==> src/rtl/store_unit_if.sv <==
// Request, status and data-memory signals of the store engine.
// The slave modport is the store unit; the master modport is the
// control unit / memory side that issues requests and returns read data.
interface store_unit_if;
    logic        start;
    logic [1:0]  store_type;
    logic [31:0] address;
    logic [31:0] reg_data;
    logic [31:0] mem_rdata;
    logic [31:0] mem_addr;
    logic [31:0] mem_wdata;
    logic        mem_we;
    logic        busy;
    logic        done;
    logic        misaligned;

    modport master (
        output start, store_type, address, reg_data, mem_rdata,
        input  mem_addr, mem_wdata, mem_we, busy, done, misaligned
    );

    modport slave (
        input  start, store_type, address, reg_data, mem_rdata,
        output mem_addr, mem_wdata, mem_we, busy, done, misaligned
    );
endinterface

==> src/rtl/store_unit.sv <==
// store_unit: executes sw/sh/sb against a word-addressed synchronous memory.
// Sub-word stores read the old word, merge the new lane in, and write it back.
// Optional feature macro: STORE_UNIT_ALIGN_CHECK_EN enables alignment checking
// and the ERR state; without it, stores are force-aligned and type 11 acts as sw.
//
// state   | meaning
// --------+-----------------------------------------------------------
// S_IDLE  | waiting for start; request captured on start
// S_READ  | old word address on mem_addr, mem_we = 0
// S_WAIT  | mem_rdata valid, latched into old_q
// S_WRITE | mem_we = 1, mem_wdata = merged word
// S_DONE  | done pulse
// S_ERR   | misaligned pulse, memory untouched (align check builds only)
module store_unit (
    input logic         clk,
    input logic         reset,
    store_unit_if.slave bus
);

    localparam logic [1:0] T_SW = 2'b00;
    localparam logic [1:0] T_SH = 2'b01;
    localparam logic [1:0] T_SB = 2'b10;

    typedef enum logic [2:0] {
        S_IDLE,
        S_READ,
        S_WAIT,
        S_WRITE,
`ifdef STORE_UNIT_ALIGN_CHECK_EN
        S_ERR,
`endif
        S_DONE
    } state_t;

    state_t      state_q, state_d;
    logic [31:0] addr_q, addr_d;
    logic [1:0]  type_q, type_d;
    logic [31:0] data_q, data_d;
    logic [31:0] old_q, old_d;
    logic [31:0] merged;
    logic        req_sub;
    logic        req_bad;

    assign req_sub = (bus.store_type == T_SH) || (bus.store_type == T_SB);

`ifdef STORE_UNIT_ALIGN_CHECK_EN
    assign req_bad = (bus.store_type == 2'b11)
                  || ((bus.store_type == T_SW) && (bus.address[1:0] != 2'b00))
                  || ((bus.store_type == T_SH) && bus.address[0]);
`else
    assign req_bad = 1'b0;
`endif

    // Next-state and capture logic; request registers only load in IDLE.
    always_comb begin
        state_d = state_q;
        addr_d  = addr_q;
        type_d  = type_q;
        data_d  = data_q;
        old_d   = old_q;
        case (state_q)
            S_IDLE: begin
                if (bus.start) begin
                    addr_d = bus.address;
                    type_d = bus.store_type;
                    data_d = bus.reg_data;
`ifdef STORE_UNIT_ALIGN_CHECK_EN
                    if (req_bad)
                        state_d = S_ERR;
                    else
`endif
                    if (req_sub)
                        state_d = S_READ;
                    else
                        state_d = S_WRITE;
                end
            end
            S_READ:  state_d = S_WAIT;
            S_WAIT: begin
                old_d   = bus.mem_rdata;
                state_d = S_WRITE;
            end
            S_WRITE: state_d = S_DONE;
            S_DONE:  state_d = S_IDLE;
`ifdef STORE_UNIT_ALIGN_CHECK_EN
            S_ERR:   state_d = S_IDLE;
`endif
            default: state_d = S_IDLE;
        endcase
    end

    // Lane merge of the new data into the old word; anything not sh/sb is a full-word write.
    always_comb begin
        merged = data_q;
        case (type_q)
            T_SB: begin
                merged = old_q;
                case (addr_q[1:0])
                    2'd0: merged[7:0]   = data_q[7:0];
                    2'd1: merged[15:8]  = data_q[7:0];
                    2'd2: merged[23:16] = data_q[7:0];
                    default: merged[31:24] = data_q[7:0];
                endcase
            end
            T_SH: begin
                if (addr_q[1])
                    merged = {data_q[15:0], old_q[15:0]};
                else
                    merged = {old_q[31:16], data_q[15:0]};
            end
            default: merged = data_q;
        endcase
    end

    // State and request registers.
    always_ff @(posedge clk or negedge reset) begin
        if (!reset) begin
            state_q <= S_IDLE;
            addr_q  <= '0;
            type_q  <= '0;
            data_q  <= '0;
            old_q   <= '0;
        end else begin
            state_q <= state_d;
            addr_q  <= addr_d;
            type_q  <= type_d;
            data_q  <= data_d;
            old_q   <= old_d;
        end
    end

    assign bus.mem_addr  = {addr_q[31:2], 2'b00};
    assign bus.mem_wdata = merged;
    assign bus.mem_we    = (state_q == S_WRITE);
    assign bus.busy      = (state_q != S_IDLE);
    assign bus.done      = (state_q == S_DONE);
`ifdef STORE_UNIT_ALIGN_CHECK_EN
    assign bus.misaligned = (state_q == S_ERR);
`else
    assign bus.misaligned = 1'b0;
`endif

endmodule

==> src/flat_wrapper.sv <==
// flat-port wrapper written by rule: the top's interface ports become plain ports
module store_unit_flat 
  (clk, reset, bus_start, bus_store_type, bus_address, bus_reg_data, bus_mem_rdata, bus_mem_addr, bus_mem_wdata, bus_mem_we, bus_busy, bus_done, bus_misaligned);
  store_unit_if bus_i ();
  input logic clk;
  input logic reset;
  input wire logic [$bits(bus_i.start)-1:0] bus_start;
  input wire logic [$bits(bus_i.store_type)-1:0] bus_store_type;
  input wire logic [$bits(bus_i.address)-1:0] bus_address;
  input wire logic [$bits(bus_i.reg_data)-1:0] bus_reg_data;
  input wire logic [$bits(bus_i.mem_rdata)-1:0] bus_mem_rdata;
  output wire logic [$bits(bus_i.mem_addr)-1:0] bus_mem_addr;
  output wire logic [$bits(bus_i.mem_wdata)-1:0] bus_mem_wdata;
  output wire logic [$bits(bus_i.mem_we)-1:0] bus_mem_we;
  output wire logic [$bits(bus_i.busy)-1:0] bus_busy;
  output wire logic [$bits(bus_i.done)-1:0] bus_done;
  output wire logic [$bits(bus_i.misaligned)-1:0] bus_misaligned;
  assign bus_i.start = bus_start;
  assign bus_i.store_type = bus_store_type;
  assign bus_i.address = bus_address;
  assign bus_i.reg_data = bus_reg_data;
  assign bus_i.mem_rdata = bus_mem_rdata;
  assign bus_mem_addr = bus_i.mem_addr;
  assign bus_mem_wdata = bus_i.mem_wdata;
  assign bus_mem_we = bus_i.mem_we;
  assign bus_busy = bus_i.busy;
  assign bus_done = bus_i.done;
  assign bus_misaligned = bus_i.misaligned;
  store_unit u_core (.clk(clk), .reset(reset), .bus(bus_i));
endmodule
==> config.mk <==
export PLATFORM = sky130hd
export DESIGN_NAME = store_unit_flat
export DESIGN_NICKNAME = d
export VERILOG_FILES = /design/src/rtl/store_unit_if.sv /design/src/rtl/store_unit.sv /design/src/flat_wrapper.sv
export SDC_FILE = /design/constraint.sdc
export NUM_CORES = 1
export LEC_CHECK = 0
export ABC_CLOCK_PERIOD_IN_PS = 1850
export BUFFER_PORTS_ARGS = -buffer_cell sky130_fd_sc_hd__buf_2
export CAP_MARGIN = 10
export CORE_MARGIN = 10
export CORE_UTILIZATION = 40
export CTS_BUF_LIST = sky130_fd_sc_hd__clkbuf_4 sky130_fd_sc_hd__clkbuf_8
export DETAILED_ROUTE_END_ITERATION = 8
export PLACE_DENSITY = 0.71
export SYNTH_ARGS = -nofsm -noshare
export SYNTH_HDL_FRONTEND = slang
export SYNTH_SLANG_ARGS = --single-unit
==> constraint.sdc <==
create_clock -name clk -period 1.85 [get_ports clk]
set_input_delay 0.0925 -clock clk [delete_from_list [all_inputs] [get_ports clk]]
set_output_delay 0.0925 -clock clk [all_outputs]
set_load 0.005 [all_outputs]
==> flow_summary.json, run 1 <==
{
  "p_leak_uw": 0.00326,
  "status": "finished with violations",
  "required_ps": 1760,
  "p_sw_uw": 4630,
  "clk_latency_ps": 390,
  "power_frac_clock_pct": 11.5,
  "grt_pass1_wl_mm": 23.2,
  "synthArstFlopShare_pct": 100,
  "die_h_um": 130,
  "vdd_drop_max_uv": 954,
  "min_period_ps": 2120,
  "final_net_count": 710,
  "grtUsageTotal_pct": 17.8,
  "tightestPinTransition_ps": 586,
  "rows": 39,
  "seq_area_frac_synth_pct": 52.7,
  "grt_pass1_vias": 4194,
  "gp_congestion": 0.804,
  "wl_per_cell_um": 19.3,
  "path_clk_slew_ps": 100,
  "muxShareOfSynthArea_pct": 25.6,
  "violations": "negative setup slack",
  "synth_xor_area_share_pct": 0.182,
  "fmax_mhz": 472,
  "grt_max_degree": 102,
  "synth_fa_ha_area_share_pct": 0.521,
  "setup_slack_ps": -268,
  "path_max_fanout": 8,
  "drt-total-wl_mm": 14.6,
  "max_stage_delay_ps": 400,
  "seqPwrFrac_pct": 34.8,
  "endpoint_kind": "primary output",
  "drive_gt1_share_pct": 52.0,
  "cts_tree": "done",
  "hpwl_mm": 10.2,
  "clockBufferDepth": 2,
  "io_pins": 169,
  "antenna_left": 0,
  "drc": 0,
  "path_buf_inv": 4,
  "finalMaxSlewViolations": 0,
  "setup_violations": 32,
  "core_um2": 11600,
  "n_fill_cell": 881,
  "synth_edf_count": 0,
  "holdWs_ps": 261,
  "synthesis.area_um2": 4800,
  "port_buffers": 165,
  "cts_made_buffers": 9,
  "yosysWarnings": 0,
  "synth_compound_area_share_pct": 7.87,
  "vias": 3737,
  "arrival_ps": 2030,
  "hp-class": "input port to asynchronous set/reset pin",
  "power_frac_comb_pct": 53.7,
  "cp_top_family": "buffers and inverters",
  "hold_viol_final": 0,
  "start_util_pct": 41.5,
  "num_antenna_cells": 0,
  "yosysUniqueCellTypes": 33,
  "dieWidth_um": 130,
  "start_kind": "flop",
  "synth_ff_type": "dfrtp_1",
  "clockRootBuffer": "clkbuf_8",
  "die_area_um2": 16800,
  "internal_power_uw": 7720,
  "fin_crit_sh_pct": 114,
  "grt_antenna_before_repair": 0,
  "drt_iter0_markers": 177,
  "switching_share_pct": 37.5,
  "synth_seq_cells": 101,
  "timing.slew.headroom_pct": 60.9,
  "synth_top_family_by_area": "multiplexers",
  "maxCapViolCount": 0,
  "totalPowerFinal_uw": 12300,
  "power_density_nw_per_um2": 1760,
  "htree_levels": 3,
  "synth-simple-area-share_pct": 5.37,
  "drt-vias-per-instance": 4.96,
  "cts.sinks": 101,
  "first_pass_iters": 4,
  "rsz0062_at_grt": "true",
  "path_class": "flop to primary output",
  "area_delta_synth_final_pct": 46.4,
  "finClkSkew_ps": 8.68,
  "slowest_stage": "dfrtp_1",
  "syn_area_per_cell_um2": 13.3,
  "crit_chain": "inv_2, ha_4, buf_8, nor4bb_4, buf_6, and2_1, a221o_1, buf_2",
  "synth_cells": 360,
  "globalRouteOverflowTotal": 0
}
## layout make-up
cell class / instances / area [um2] / area share, %
inverter: 4 / 15.0 / 0.214
clock buffer: 9 / 124 / 1.76
sequential: 101 / 2530 / 36.0
timing repair buffer: 285 / 2030 / 28.9
tap: 143 / 179 / 2.55
clock inverter: 6 / 71.3 / 1.02
multi-input combinational: 206 / 2080 / 29.6
## registers in the layout, summed over array words and instances (netlist names)
register / cells
u_core.type_q: 2
u_core.data_q: 32
u_core.old_q: 32
u_core.state_q: 3
u_core.addr_q: 32
## Yosys cell counts (2+ instances only)
master	count	area, um2
dfrtp_1	101	2530
mux2_2	91	1020
buf_4	39	293
a221o_1	16	160
and2_1	16	100
mux2i_1	16	160
nand2_1	14	52.6
a22o_1	8	70.1
o221ai_1	8	70.1
buf_2	7	35.0
a21oi_1	4	20.0
inv_1	4	15.0
mux2_1	4	45.0
nor2_1	4	15.0
o21ai_0	4	20.0
nand2b_1	3	18.8
a211oi_1	2	15.0
buf_1	2	7.51
clkbuf_1	2	7.51
ha_1	2	25.0
## logic make-up (layout without fill, tap and decap cells)
group | count (synthesis) | after routing
fa+ha+maj | 2 | 2
simple gates | 44 | 44
buf+inv | 55 | 304
other cells | 1 | 3
flops | 101 | 101
compound gates | 45 | 45
mux | 111 | 111
xor+xnor | 1 | 1
## worst register-to-register path, cell delays in order (launching register included)
cell	delay, ps
dfrtp_1	510
nor4b_4	360
buf_4	380
mux2_2	390
## path summary, 6_finish.rpt
path	start	endpoint	slack, ps	cells past startpoint
worst min register to register	u_core.data_q[27]	u_core.data_q[27]	500	1
worst min-delay path	reset	u_core.addr_q[18]	260	3
max in group asynchronous	reset	u_core.addr_q[1]	1060	3
worst max-delay path	u_core.type_q[0]	bus_mem_wdata[12]	-270	8
worst max register to register	u_core.state_q[2]	u_core.data_q[18]	100	3
min in group clk	bus_address[26]	u_core.addr_q[26]	460	3
## power by group through the flow
stage	Combinational [uW]	Clock (uW)	Sequential, uW
5_1_grt	7250	1560	4440
6_report	6630	1420	4290
3_3_place_gp	5680	0	4240
3_5_place_dp	5840	0	4300
2_1_floorplan	4150	0	3870
4_1_cts	6650	1470	4280
## cell usage in the layout, fill, tap and decap left out, types with 9 or more instances in the layout
cell type and count:
mux2_2 91, a221o_1 16, dfrtp_1 100, mux2i_1 16, buf_2 164, buf_4 14
nand2_1 13, and2_1 15, dlygate4sd3_1 100, clkbuf_8 9
## layer usage
layer / GRT usage, % / share of wire [%]
met1: 20.6 / 41
met2: 29.4 / 48
met3: 8.48 / 9.4
met4: 4.23 / 1.3
met5: 0 / 0
## through the flow
stage                     cell area (um2)  setup TNS, ps  worst slack (ps)  util [%]  instances
after CTS                            7010          -6790              -299      60.6        754
after global placement               5610          -1770              -133      48.5        635
after global routing                 7030          -8700              -368      60.7        754
after detailed placement             5610          -2680              -175      48.5        635
after floorplan                      4810              0               187         -        362
final                                7030          -5430              -268      60.7        754
## what timing repair did
| item | in CTS | in global routing |
|---|---|---|
| buffers inserted | 3 | 0 |
| hold endpoints to repair | 200 | 0 |
| hold buffers | 100 | 0 |
| setup endpoints to repair | 32 | 34 |
| pin swaps | 2 | 1 |
| gates resized for setup | 35 | 6 |
| cloned | 1 | 0 |
Power figures use the tool's default switching activity.
==> run 2, diff against run 1 <==
Settings changed: ABC_AREA from default to 1, PLACE_DENSITY 0.71 to 0.7.
==> run 2 against run 1 <==
Effect of this change:
- the flow still finishes with violations (negative setup slack)
- utilization decreased by 1.2 points
- die area increased by 11%
- worst setup slack improved by 150 ps
- sequential share of layout area decreased by 4.0 points
- non-clock buffer count increased by 9
- largest power group unchanged
- sequential power decreased by 4%
- combinational power increased by 24%
- first-iteration DRC count increased by 90%
==> flow_summary.json, run 2 <==
{
  "setup_slack_ps": -121,
  "endpoint_kind": "primary output",
  "drc": 0,
  "start_kind": "flop",
  "grt_pass1_wl_mm": 27.4,
  "area.sequential_um2": 2530,
  "vdd_drop_max_uv": 772,
  "grt_antenna_before_repair": 5,
  "finClkSkew_ps": 13.0,
  "gp_congestion": 0.902,
  "rows": 42,
  "maxCapViolCount": 0,
  "rsz0062_at_grt": "true",
  "required_ps": 1760,
  "antenna_left": 0,
  "synthesis.area_um2": 5440,
  "hold_viol_final": 0,
  "multiInputGateArea_um2": 2360,
  "yosysWarnings": 0,
  "power_density_nw_per_um2": 1730,
  "path_max_fanout": 8,
  "cts_made_buffers": 9,
  "grt_pass1_vias": 5316,
  "fin_crit_sh_pct": 107,
  "met1_usage_pct": 22.1,
  "synth_seq_cells": 101,
  "placed_cell_area_um2": 6230,
  "yosys.area.top_type_share_pct": 46.5,
  "grt_use_met2_pct": 29.6,
  "final_cell_mix": "161 x nand2_1, 161 x buf_2, 99 x dfrtp_1, 98 x dlygate4sd3_1, 85 x inv_1",
  "syn_area_per_cell_um2": 7.65,
  "placed_cells": 1003,
  "clockBufferDepth": 2,
  "arrival_ps": 1880,
  "reg_top3": "u_core.addr_q (32), u_core.data_q (32), u_core.old_q (32)",
  "synth_ff_type": "dfrtp_1",
  "hp-class": "input port to flop",
  "cts.sinks": 101,
  "totalPowerFinal_uw": 13700,
  "drive_gt1_share_pct": 32.5,
  "synth_most_common_cell": "nand2_1",
  "synth_cells": 711,
  "path_clk_slew_ps": 100,
  "fin_cells": 1135,
  "die_h_um": 137,
  "globalRouteOverflowTotal": 0,
  "area_delta_synth_final_pct": 45.4,
  "dieWidth_um": 137,
  "drt_iter0_markers": 337,
  "wl_per_cell_um": 15.7,
  "status": "finished with violations",
  "dp_slack_ps": 228,
  "yosysUniqueCellTypes": 24,
  "final_net_count": 1052,
  "violations": "negative setup slack",
  "vias": 5338,
  "finalMaxSlewViolations": 0,
  "clk_latency_ps": 390,
  "grtUsageMet3_pct": 7.81,
  "grt_max_degree": 61,
  "p_leak_uw": 0.00413,
  "cts_tree": "done",
  "grtUsageTotal_pct": 18.5,
  "synthArstFlopShare_pct": 100,
  "setup_tns_ps": -1080,
  "start_util_pct": 40.9,
  "die_area_um2": 18700,
  "drt-total-wl_mm": 17.8,
  "fmax_mhz": 507,
  "top_usage_layer": "met2",
  "drt-vias-per-instance": 4.70,
  "seq_area_frac_synth_pct": 46.5,
  "first_pass_iters": 5,
  "hpwl_mm": 12.3,
  "io_pins": 169,
  "postLayoutCellArea_um2": 7910,
  "core_um2": 13300,
  "ys_top_cells_by_count": "174 x nand2_1, 101 x dfrtp_1, 89 x inv_1, 80 x nand3_1, 61 x nor2_1",
  "clockRootBuffer": "clkbuf_8",
  "path_class": "flop to primary output",
  "synthTopCellsByArea": "dfrtp_1 46%, nand2_1 12%, nand3_1 7.4%",
  "htree_levels": 3,
  "min_period_ps": 1970,
  "synth_edf_count": 0,
  "setup_violations": 21,
  "n_fill_cell": 1143,
  "port_buffers": 165,
  "synth.largest_area_cell": "dfrtp_1"
}
## run 2: changes by cell type after synthesis, moves of 56 or more
cell	before	now
nor2_1	4	61
nand3_1	0	80
o21ai_0	4	60
nand2_1	14	174
mux2_2	91	0
inv_1	4	89
## run 2: timing repair
action	CTS	global route
gates resized for setup	49	52
cloned	2	1
endpoints found under the hold margin	130	0
hold buffers	98	0
pin swaps	14	23
buffers inserted	5	5
endpoints found under the setup margin	32	32
## run 2: path summary, 6_finish.rpt
path	cells past startpoint	end	slack [ps]	startpoint
worst max-delay path	7	bus_mem_wdata[7]	-120	u_core.type_q[0]
min in group asynchronous	2	u_core.addr_q[29]	180	reset
max in group asynchronous	3	u_core.addr_q[1]	1070	reset
worst min-delay path	3	u_core.type_q[1]	8	bus_store_type[1]
worst max register to register	5	u_core.addr_q[11]	390	u_core.state_q[0]
worst min register to register	2	u_core.addr_q[5]	490	u_core.addr_q[5]
## run 2: where the power goes
part           total [uW]  internal [uW]  switching (uW)
Combinational        8240           3570            4670
Sequential           4100           3260             839
Clock                1340            513             825
Total               13700           7350            6340
## run 2: worst max-delay path: stages (launching register included)
cell	delay, ps
dfrtp_1	430
buf_6	130
ha_4	190
nand2_4	110
nand2_8	70
a21oi_4	280
o21ai_1	130
buf_2	150
## run 2: metrics by stage
| step | utilization [%] | hold slack [ps] |
|---|---|---|
| global placement | 46.8 | 88.5 |
| floorplan | - | -203 |
| CTS | 57.3 | 13.9 |
| detailed placement | 46.8 | 89.4 |
| finish | 59.5 | 7.97 |
| global route | 59.5 | 19.0 |
## run 2: cells by family after synthesis
family	share of synthesized area, %
other	0.0689
buffers and inverters	15.4
adder cells (fa/ha/maj)	0.460
flip-flops	46.5
AND/OR/NAND/NOR	26.3
AO/OA/AOI/OAI	11.3
## run 2: metal layers
layer,vias to the layer above,part of all wire (%)
met3,41,9.3
met5,-,0
met2,211,46
met1,2418,41
met4,0,2.8
li1,2668,-
## run 2: area by class of cell
class | instances | area share, %
clock inverter | 6 | 0.617
clock buffer | 10 | 1.66
sequential | 101 | 32.0
tap | 176 | 2.78
antenna | 5 | 0.158
inverter | 92 | 4.59
multi-input combinational | 451 | 29.9
timing repair buffer | 294 | 28.4
